===== config.mk =====
export PLATFORM = sky130hd
export DESIGN_NAME = serializador_flat
export DESIGN_NICKNAME = d
export VERILOG_FILES = /design/src/rtl/serializador_pkg.sv /design/src/rtl/serializador_if.sv /design/src/rtl/ser_contador.sv /design/src/rtl/serializador.sv /design/src/flat_wrapper.sv
export SDC_FILE = /design/constraint.sdc
export NUM_CORES = 1
export LEC_CHECK = 0
export ABC_AREA = 0
export CAP_MARGIN = 20
export CORE_MARGIN = 4
export CORE_UTILIZATION = 38
export DETAILED_ROUTE_END_ITERATION = 12
export SLEW_MARGIN = 40
export SYNTH_ARGS = -nofsm -noshare
export SYNTH_HDL_FRONTEND = slang
export SYNTH_SLANG_ARGS = --single-unit

===== constraint.sdc =====
create_clock -name clk_100KHz -period 1.79 [get_ports clk_100KHz]
set_clock_uncertainty 0.05 [all_clocks]
set_input_delay 0.358 -clock clk_100KHz [delete_from_list [all_inputs] [get_ports clk_100KHz]]
set_output_delay 0.358 -clock clk_100KHz [all_outputs]
set_load 0.03 [all_outputs]

===== src/rtl/serializador_pkg.sv =====
// Shared types and constants for the byte serializer.
// Imported by the interface, counter and top.
package serializador_pkg;

  localparam int FRAME_BITS = 8;
  localparam int BIT_CNT_W = 3;
  localparam int GAP_CNT_W = 4;

  typedef enum logic [1:0] {
    IDLE,
    SHIFT,
    GAP,
    WAIT_ACK
  } ser_state_t;

endpackage


===== src/rtl/serializador_if.sv =====
// Parallel byte valid/ready handshake
// into the serializer.
interface serializador_if;
  import serializador_pkg::*;

  logic [FRAME_BITS-1:0] byte_in;
  logic                  byte_valid_in;
  logic                  byte_ready_out;

  modport master (
    output byte_in,
    output byte_valid_in,
    input  byte_ready_out
  );

  modport slave (
    input  byte_in,
    input  byte_valid_in,
    output byte_ready_out
  );
endinterface


===== src/rtl/ser_contador.sv =====
// Load/decrement down-counter shared by the
// bit count and the gap count.
module ser_contador #(
  parameter int W = 4
) (
  input  logic         clk_100KHz,
  input  logic         reset,
  input  logic         load,
  input  logic [W-1:0] load_val,
  input  logic         dec,
  output logic [W-1:0] count
);

  always_ff @(posedge clk_100KHz) begin
    if (!reset) begin
      count <= '0;
    end else if (load) begin
      count <= load_val;
    end else if (dec && count != '0) begin
      count <= count - 1'b1;
    end
  end

endmodule


===== src/rtl/serializador.sv =====
// Byte-to-serial transmitter: 8 strobed bits,
// optional idle gap, then wait for downstream ack.
module serializador
  import serializador_pkg::*;
#(
  parameter int GAP_CYCLES = 2,
  parameter int MSB_FIRST  = 1
) (
  input  logic           clk_100KHz,
  input  logic           reset,
  serializador_if.slave  bus,
  input  logic           status_in,
  output logic           data_out,
  output logic           write_out,
  output logic           busy_out,
  output logic [7:0]     bytes_sent_out
);

  localparam logic [BIT_CNT_W-1:0] BIT_LOAD =
    BIT_CNT_W'(FRAME_BITS - 1);
  localparam logic [GAP_CNT_W-1:0] GAP_LOAD =
    GAP_CNT_W'(GAP_CYCLES > 0 ? GAP_CYCLES - 1 : 0);

  ser_state_t state, state_n;

  logic [FRAME_BITS-1:0] sr;
  logic [BIT_CNT_W-1:0]  bit_cnt;
  logic [GAP_CNT_W-1:0]  gap_cnt;
  logic accept;
  logic bit_load, bit_dec;
  logic gap_load, gap_dec;
  logic last_bit;

  assign bus.byte_ready_out =
    (state == IDLE) && !status_in;
  assign accept =
    bus.byte_valid_in && bus.byte_ready_out;
  assign last_bit = (bit_cnt == '0);
  assign busy_out = (state != IDLE);

  always_comb begin
    state_n   = state;
    bit_load  = 1'b0;
    bit_dec   = 1'b0;
    gap_load  = 1'b0;
    gap_dec   = 1'b0;
    write_out = 1'b0;
    data_out  = 1'b0;
    unique case (state)
      IDLE: begin
        if (accept) begin
          state_n  = SHIFT;
          bit_load = 1'b1;
        end
      end
      SHIFT: begin
        write_out = 1'b1;
        data_out  = (MSB_FIRST != 0) ?
                    sr[FRAME_BITS-1] : sr[0];
        if (last_bit) begin
          state_n  = (GAP_CYCLES == 0) ?
                     WAIT_ACK : GAP;
          gap_load = 1'b1;
        end else begin
          bit_dec = 1'b1;
        end
      end
      GAP: begin
        if (gap_cnt == '0) state_n = WAIT_ACK;
        else gap_dec = 1'b1;
      end
      WAIT_ACK: begin
        if (!status_in) state_n = IDLE;
      end
      default: state_n = IDLE;
    endcase
  end

  always_ff @(posedge clk_100KHz) begin
    if (!reset) begin
      state          <= IDLE;
      sr             <= '0;
      bytes_sent_out <= '0;
    end else begin
      state <= state_n;
      if (accept) begin
        sr <= bus.byte_in;
      end else if (state == SHIFT) begin
        sr <= (MSB_FIRST != 0) ?
              {sr[FRAME_BITS-2:0], 1'b0} :
              {1'b0, sr[FRAME_BITS-1:1]};
      end
      if (state == SHIFT && last_bit)
        bytes_sent_out <= bytes_sent_out + 8'd1;
    end
  end

  ser_contador #(.W(BIT_CNT_W)) u_bit (
    .clk_100KHz (clk_100KHz),
    .reset      (reset),
    .load       (bit_load),
    .load_val   (BIT_LOAD),
    .dec        (bit_dec),
    .count      (bit_cnt)
  );

  ser_contador #(.W(GAP_CNT_W)) u_gap (
    .clk_100KHz (clk_100KHz),
    .reset      (reset),
    .load       (gap_load),
    .load_val   (GAP_LOAD),
    .dec        (gap_dec),
    .count      (gap_cnt)
  );

endmodule


===== src/flat_wrapper.sv =====
// flat-port wrapper written by rule: the top's interface ports become plain ports
module serializador_flat import serializador_pkg::*;
#(
  parameter int GAP_CYCLES = 2,
  parameter int MSB_FIRST  = 1
)
  (clk_100KHz, reset, status_in, data_out, write_out, busy_out, bytes_sent_out, bus_byte_in, bus_byte_valid_in, bus_byte_ready_out);
  serializador_if bus_i ();
  input  logic clk_100KHz;
  input  logic reset;
  input  logic status_in;
  output logic data_out;
  output logic write_out;
  output logic busy_out;
  output logic [7:0] bytes_sent_out;
  input wire logic [$bits(bus_i.byte_in)-1:0] bus_byte_in;
  input wire logic [$bits(bus_i.byte_valid_in)-1:0] bus_byte_valid_in;
  output wire logic [$bits(bus_i.byte_ready_out)-1:0] bus_byte_ready_out;
  assign bus_i.byte_in = bus_byte_in;
  assign bus_i.byte_valid_in = bus_byte_valid_in;
  assign bus_byte_ready_out = bus_i.byte_ready_out;
  serializador #(.GAP_CYCLES(GAP_CYCLES), .MSB_FIRST(MSB_FIRST)) u_core (.clk_100KHz(clk_100KHz), .reset(reset), .bus(bus_i), .status_in(status_in), .data_out(data_out), .write_out(write_out), .busy_out(busy_out), .bytes_sent_out(bytes_sent_out));
endmodule

==> run_results.csv, run 1 <==
group,metric,value,unit
sta,min_period,1.663,ns
clocking,root_buffer,"clkbuf_4",
run,cap_viol_max_count,0,
pwr,peakVddDrop,0.6471,mV
global_route,grt_usage,0.1233,
routing,ant_nets,0,
sta,setup_viol,0,
die,initial_core_util,0.4048,
routing,vias,949,
pwr,leakage,0.7071,nW
die,io_pins,24,
logic_synthesis,synth_area,1266,um^2
placement,place_congestion,0.7382,
final_layout,area_delta_synth_final,27.27,%
final_layout,register_area,503.0,um^2
final_layout,multi_input_area,723.2,um^2
logic_synthesis,ys_seq_area_frac,0.3953,
worst_hold_path,holdCritPathClass,"reg -> reg",
sta,hold_violations,0,
logic_synthesis,yosys_warnings,0,
final_layout,final_cell_mix,"23 x dfxtp_1, 20 x nor2_1, 11 x clkdlybuf4s50_1",
sta,max_freq,601.2,MHz
sta,worst_pin_slew,0.3885,ns
die,core_area,3128,um^2
critical_path,worstPathRequired,1.38,ns
global_route,grt_pass1_wl,4146,um
critical_path,critPathSlowestCell,"dfxtp_2",
clocking,path_clk_slew,0.13,ns
final_layout,utilization,0.5152,
die,die_x,65.73,um
routing,wl_per_cell,11.74,um
die,fp-row-count,20,
critical_path,critPathArrivalTime,1.26,ns
die,fp.dieH,65.73,um
status,status,"completed",
logic_synthesis,async_reset_ff_frac,0,
clocking,numClockSinks,25,
final_layout,stdcell_count,206,
routing,drc,0,
sta,period_share,0.9292,
final_layout,n_antenna_cell,0,
sta,slew_violations,0,
pwr,finalPower,2.023,mW
placement,post-place-cells,200,
sta,relSlewSlack,0.7377,
pwr,p_per_area,1255,nW/um^2
critical_path,crit_type,"reg -> out",
final_layout,final_nets,183,
clocking,cts_tree,"yes",
clocking,clock_latency,0.30,ns
final_layout,nFillCells,308,
routing,wl,2419,um
placement,portBuffers,23,
global_route,grt_pass1_vias,964,
routing,drtPass1Iterations,3,
die,die_area,4320,um^2
logic_synthesis,postSynthCellCount,133,
final_layout,final_common_cell,"dfxtp_1",
global_route,antenna_found_initial,0,
global_route,grt_max_degree,19,
critical_path,end_kind,"output port",
logic_synthesis,avgSynthCellArea,9.520,um^2
logic_synthesis,ys_ff_latch,25,
logic_synthesis,synth_edf_count,0,
logic_synthesis,synth_top_flop_cell,"dfxtp_1",
logic_synthesis,synth.net_count,153,
routing,drtIter0Drc,18,
sta,whs,0.4462,ns
critical_path,critical_path.max_fanout,4,
routing,via_per_inst,4.607,
clocking,cts.htree.levels,1,
clocking,clockBufferDepth,2,
sta,rsz0062_at_grt,"false",
global_route,grt-ovfl-total,0,
critical_path,start_kind,"register",
logic_synthesis,synth.distinct_cells,32,
clocking,numCtsBuffers,3,
placement,hpwl,1817,um
final_layout,drive_above_1_share,0.1728,
critical_path,crit_chain,"inv_2 > ha_4 > nor2b_4 > buf_4",
critical_path,cpPeakStageDelay,0.36,ns
sta,tns,0,ns
## report_power, final
group / total [mW] / internal (mW) / switching [mW]
sequential: 0.745 / 0.671 / 0.0740
combinational: 1.03 / 0.481 / 0.554
clock: 0.244 / 0.0869 / 0.157
total: 2.02 / 1.24 / 0.785
## layer usage
metal / wire [um] / global-route usage / up-vias
met5: 0 / 0 / -
met3: 54 / 0.02051 / 2
li1: - / - / 511
met4: 21 / 0.05440 / 0
met2: 1065 / 0.2040 / 10
met1: 1278 / 0.1559 / 426
## cells in the mapped netlist (3+ instances only)
| library cell | number | area share |
|---|---|---|
| dfxtp_1 | 25 | 0.40 |
| nand2_1 | 6 | 0.018 |
| xnor2_1 | 4 | 0.028 |
| nor2_1 | 20 | 0.059 |
| nand3_1 | 3 | 0.012 |
| mux2i_1 | 9 | 0.071 |
| inv_1 | 11 | 0.033 |
| a21oi_1 | 5 | 0.020 |
| ha_1 | 8 | 0.079 |
| a211oi_1 | 7 | 0.042 |
| nand4_1 | 3 | 0.015 |
| xor2_1 | 8 | 0.055 |
## state kept, by name (all words and copies together), names as in the netlist
register and flops:
u_core.bytes_sent_out 8, u_core.state 2, u_core.u_gap.count 4, u_core.u_bit.count 3
u_core.sr 8
## worst paths after layout
kind                    from                  to  slack, ns  cells after the start
max          u_core.state[1]  bus_byte_ready_out       0.13                      4
min          u_core.state[1]     u_core.state[1]       0.45                      2
min reg2reg  u_core.state[1]     u_core.state[1]       0.45                      2
max reg2reg  u_core.state[1]     u_core.state[0]       0.25                      6
## kinds of logic after synthesis
logic type / synth area share
DFF: 0.3953
xor gates and xnor gates: 0.08300
buffers and inverters: 0.05336
and+or+nand+nor: 0.1808
adders and majority gates: 0.07905
AOI/OAI and AO/OA: 0.1166
muxes: 0.09190
## through the flow
| step | area, um^2 | setup slack, ns |
|---|---|---|
| floorplan | 1269 | 0.1367 |
| global placement | 1548 | 0.1278 |
| detailed placement | 1548 | 0.09785 |
| CTS | 1579 | 0.006900 |
| global route | 1612 | 0.02648 |
| finish | 1612 | 0.1268 |
## area by class of cell
type                            count  area share
Clock buffer                        4     0.01630
Inverter                           11     0.02562
Multi-Input combinational cell     93      0.4488
Sequential cell                    25      0.3121
Tap cell                           44     0.03416
Timing Repair Buffer               29      0.1630
## worst max-delay path, delay by kind of cell (launching register included)
kind	cells	cell delay, ns
adders and majority gates	1	0.15
buffers and inverters	2	0.27
DFF	1	0.36
and+or+nand+nor	1	0.16
## what timing repair did
action                                  CTS  global route
pin swaps                                 0             2
buffers inserted                          0             2
endpoints found under the setup margin    7             4
hold buffers                              0             0
gates resized for setup                   9             6
(Power assumes the default switching activity.)
==> run 2: changes to the inputs <==
- SYNTH_HIERARCHICAL: unset -> 1
==> run 2 against run 1 <==
Against the previous run: register-to-register slack got worse by 0.26 ns; the run now ends with setup timing left; critical path type is now reg -> reg; highest routed layer unchanged; sequential power rose by 4.7%; critical path depth up 1; clock power rose by 2%.
==> run_results.csv, run 2 <==
group,metric,value,unit
routing,wl,3077,um
critical_path,cpPeakStageDelay,0.51,ns
clocking,hold_buffers,0,
sta,setup_viol,1,
final_layout,final_cell_mix,"23 x dfxtp_1, 14 x buf_4, 14 x inv_1, 14 x nor2_1",
critical_path,end_kind,"register",
critical_path,crit_chain,"inv_2 > ha_4 > or4b_4 > or4_4 > a21oi_2",
logic_synthesis,avgSynthCellArea,8.831,um^2
die,fp.dieH,68.02,um
sta,tns,-0.01232,ns
routing,ant_nets,0,
status,violations,"setup timing",
clocking,numClockSinks,25,
logic_synthesis,synthTopCellsByArea,"dfxtp_1 37%, mux2i_1 8.0%, ha_1 7.3%",
die,fp-row-count,21,
placement,place_area,1723,um^2
clocking,clock_latency,0.31,ns
critical_path,cp_num_buf_inv,1,
logic_synthesis,yosysMostFrequentCell,"dfxtp_1",
clocking,cts_tree,"yes",
final_layout,area_delta_synth_final,33.09,%
global_route,grt_max_degree,16,
routing,vias,1236,
logic_synthesis,ys_ff_latch,25,
critical_path,reg2regPathDepth,5,
critical_path,crit_type,"reg -> reg",
sta,min_period,1.802,ns
global_route,grt-ovfl-total,0,
placement,place_congestion,0.8032,
sta,relSlewSlack,0.6481,
die,die_x,68.02,um
logic_synthesis,async_reset_ff_frac,0,
logic_synthesis,ys_seq_area_frac,0.3656,
final_layout,nFillCells,331,
clocking,cts.htree.levels,1,
final_layout,final_nets,217,
placement,portBuffers,23,
critical_path,critPathArrivalTime,2.00,ns
critical_path,critPathTopFamily,"simple AND/OR/NAND/NOR gates",
global_route,antenna_found_initial,0,
critical_path,path_depth,5,
die,initial_core_util,0.4007,
run,cap_viol_max_count,0,
sta,finalWorstSetupSlack,-0.01232,ns
critical_path,worstPathRequired,1.99,ns
final_layout,n_antenna_cell,0,
critical_path,reg2reg_to,"u_core/bytes_sent_out[6]",
pwr,p_per_area,1144,nW/um^2
worst_hold_path,holdCritPathClass,"reg -> reg",
critical_path,cp-endpoint,"u_core/bytes_sent_out[6]",
critical_path,critical_path.max_fanout,5,
pwr,finalPower,2.085,mW
sta,hold_violations,0,
critical_path,regToRegSetupSlack,-0.01,ns
final_layout,reg.largest.list,"u_core/bytes_sent_out x8, u_core/sr x8, u_core/u_gap/count x4",
logic_synthesis,synth_edf_count,0,
placement,hpwl,2157,um
sta,slew_violations,0,
final_layout,drive_above_1_share,0.1888,
clocking,path_clk_slew,0.13,ns
global_route,grt_pass1_wl,4988,um
critical_path,critPathSlowestCell,"or4b_4",
logic_synthesis,synth_area,1369,um^2
sta,period_share,1.007,
die,io_pins,24,
logic_synthesis,yosys_warnings,6,
logic_synthesis,yosysTopAreaCell,"dfxtp_1",
clocking,root_buffer,"clkbuf_4",
worst_hold_path,min_from,"u_core/bytes_sent_out[7]",
routing,drtPass1Iterations,4,
final_layout,utilization,0.5333,
routing,drc,0,
pwr,leakage,0.7236,nW
critical_path,r2r-start,"u_core/state[1]",
critical_path,start_kind,"register",
logic_synthesis,synth_top_flop_cell,"dfxtp_1",
die,core_area,3416,um^2
routing,via_per_inst,5.107,
critical_path,crit_path_start,"u_core/state[1]",
global_route,grt_pass1_vias,1123,
die,die_area,4626,um^2
logic_synthesis,synth.distinct_cells,38,
sta,max_freq,554.8,MHz
final_layout,final_common_cell,"dfxtp_1",
pwr,peakVddDrop,0.8051,mV
sta,rsz0062_at_grt,"true",
sta,worst_pin_slew,0.5272,ns
placement,pre_cts_ws,0.003423,ns
global_route,grt_usage,0.1391,
status,status,"complete, but fails checks",
logic_synthesis,synth_top_area_frac,0.3656,
routing,wl_per_cell,12.71,um
logic_synthesis,synth_commonest_cells,"25 x dfxtp_1, 16 x inv_1, 14 x nor2_1",
clocking,numCtsBuffers,3,
final_layout,finish.instance_area,1822,um^2
routing,drtIter0Drc,51,
logic_synthesis,postSynthCellCount,155,
clocking,clockBufferDepth,2,
## run 2: changes by cell type after synthesis, moves of 3 or more
| cell | change |
|---|---|
| nor2_1 | -6 |
| inv_1 | +5 |
| nand3_1 | +3 |
| o21ai_0 | +3 |
| o31ai_1 | +4 |
| or4_1 | +4 |
| xor2_1 | -8 |
| a21oi_1 | +3 |
| nand2_1 | +5 |
## run 2: timing repair
action,CTS,global route
resized for setup,8,10
gates cloned,0,1
endpoints found under the setup margin,11,10
pin swaps,1,3
buffers inserted,0,5
## run 2: cell type report
class	instances	area (um^2)	share of cell area
Timing Repair Buffer	35	316.6	0.1738
Clock buffer	4	26.28	0.01442
Multi-Input combinational cell	116	854.6	0.4691
Tap cell	46	57.56	0.03159
Inverter	16	63.81	0.03503
Sequential cell	25	503.0	0.2761
## run 2: metrics by stage
| step | hold WS [ns] | instances |
|---|---|---|
| after floorplan | 0.4137 | 160 |
| final | 0.4754 | 242 |
| after global routing | 0.5000 | 242 |
| after detailed placement | 0.4416 | 232 |
| after CTS | 0.4582 | 236 |
| after global placement | 0.4344 | 232 |
## run 2: how the worst min path moves through the flow
stage                          endpoint  slack, ns  cells after the start
5_1_grt        u_core/bytes_sent_out[7]       0.50                      2
6_report       u_core/bytes_sent_out[7]       0.48                      2
3_5_place_dp   u_core/bytes_sent_out[6]       0.44                      2
3_3_place_gp   u_core/bytes_sent_out[6]       0.43                      2
4_1_cts        u_core/bytes_sent_out[6]       0.46                      2
2_1_floorplan           u_core/state[1]       0.41                      2
## run 2: routing by layer
layer	vias to the layer above	GRT usage	wire [um]
met4	0	0.05211	21
li1	641	-	-
met5	-	0	0
met1	567	0.1896	1541
met3	2	0.02627	133
met2	26	0.2166	1381
## run 2: kinds of logic after synthesis
group                      synth area share
AOI/OAI and AO/OA                    0.1920
other                              0.005487
muxes                               0.08044
xor gates and xnor gates            0.01280
adders and majority gates           0.07313
buffers and inverters               0.06308
and+or+nand+nor                      0.2075
DFF                                  0.3656
## run 2: worst min-delay path, delay by kind of cell, from the launching register on
kind | cells | cell delay (ns)
flops | 1 | 0.35
compound gates | 2 | 0.15
## run 2: where the power goes
part | total (mW) | switching (mW) | leakage (nW) | internal (mW)
clock network | 0.249 | 0.162 | 0.0150 | 0.0869
registers | 0.780 | 0.110 | 0.205 | 0.670
logic | 1.06 | 0.543 | 0.504 | 0.512
total | 2.08 | 0.815 | 0.724 | 1.27
==> run 3: changes to the inputs <==
- HOLD_SLACK_MARGIN: unset -> 0.03
==> results of run 3 <==
No change in the layout: final DEF, timing and power equal those of run 2.
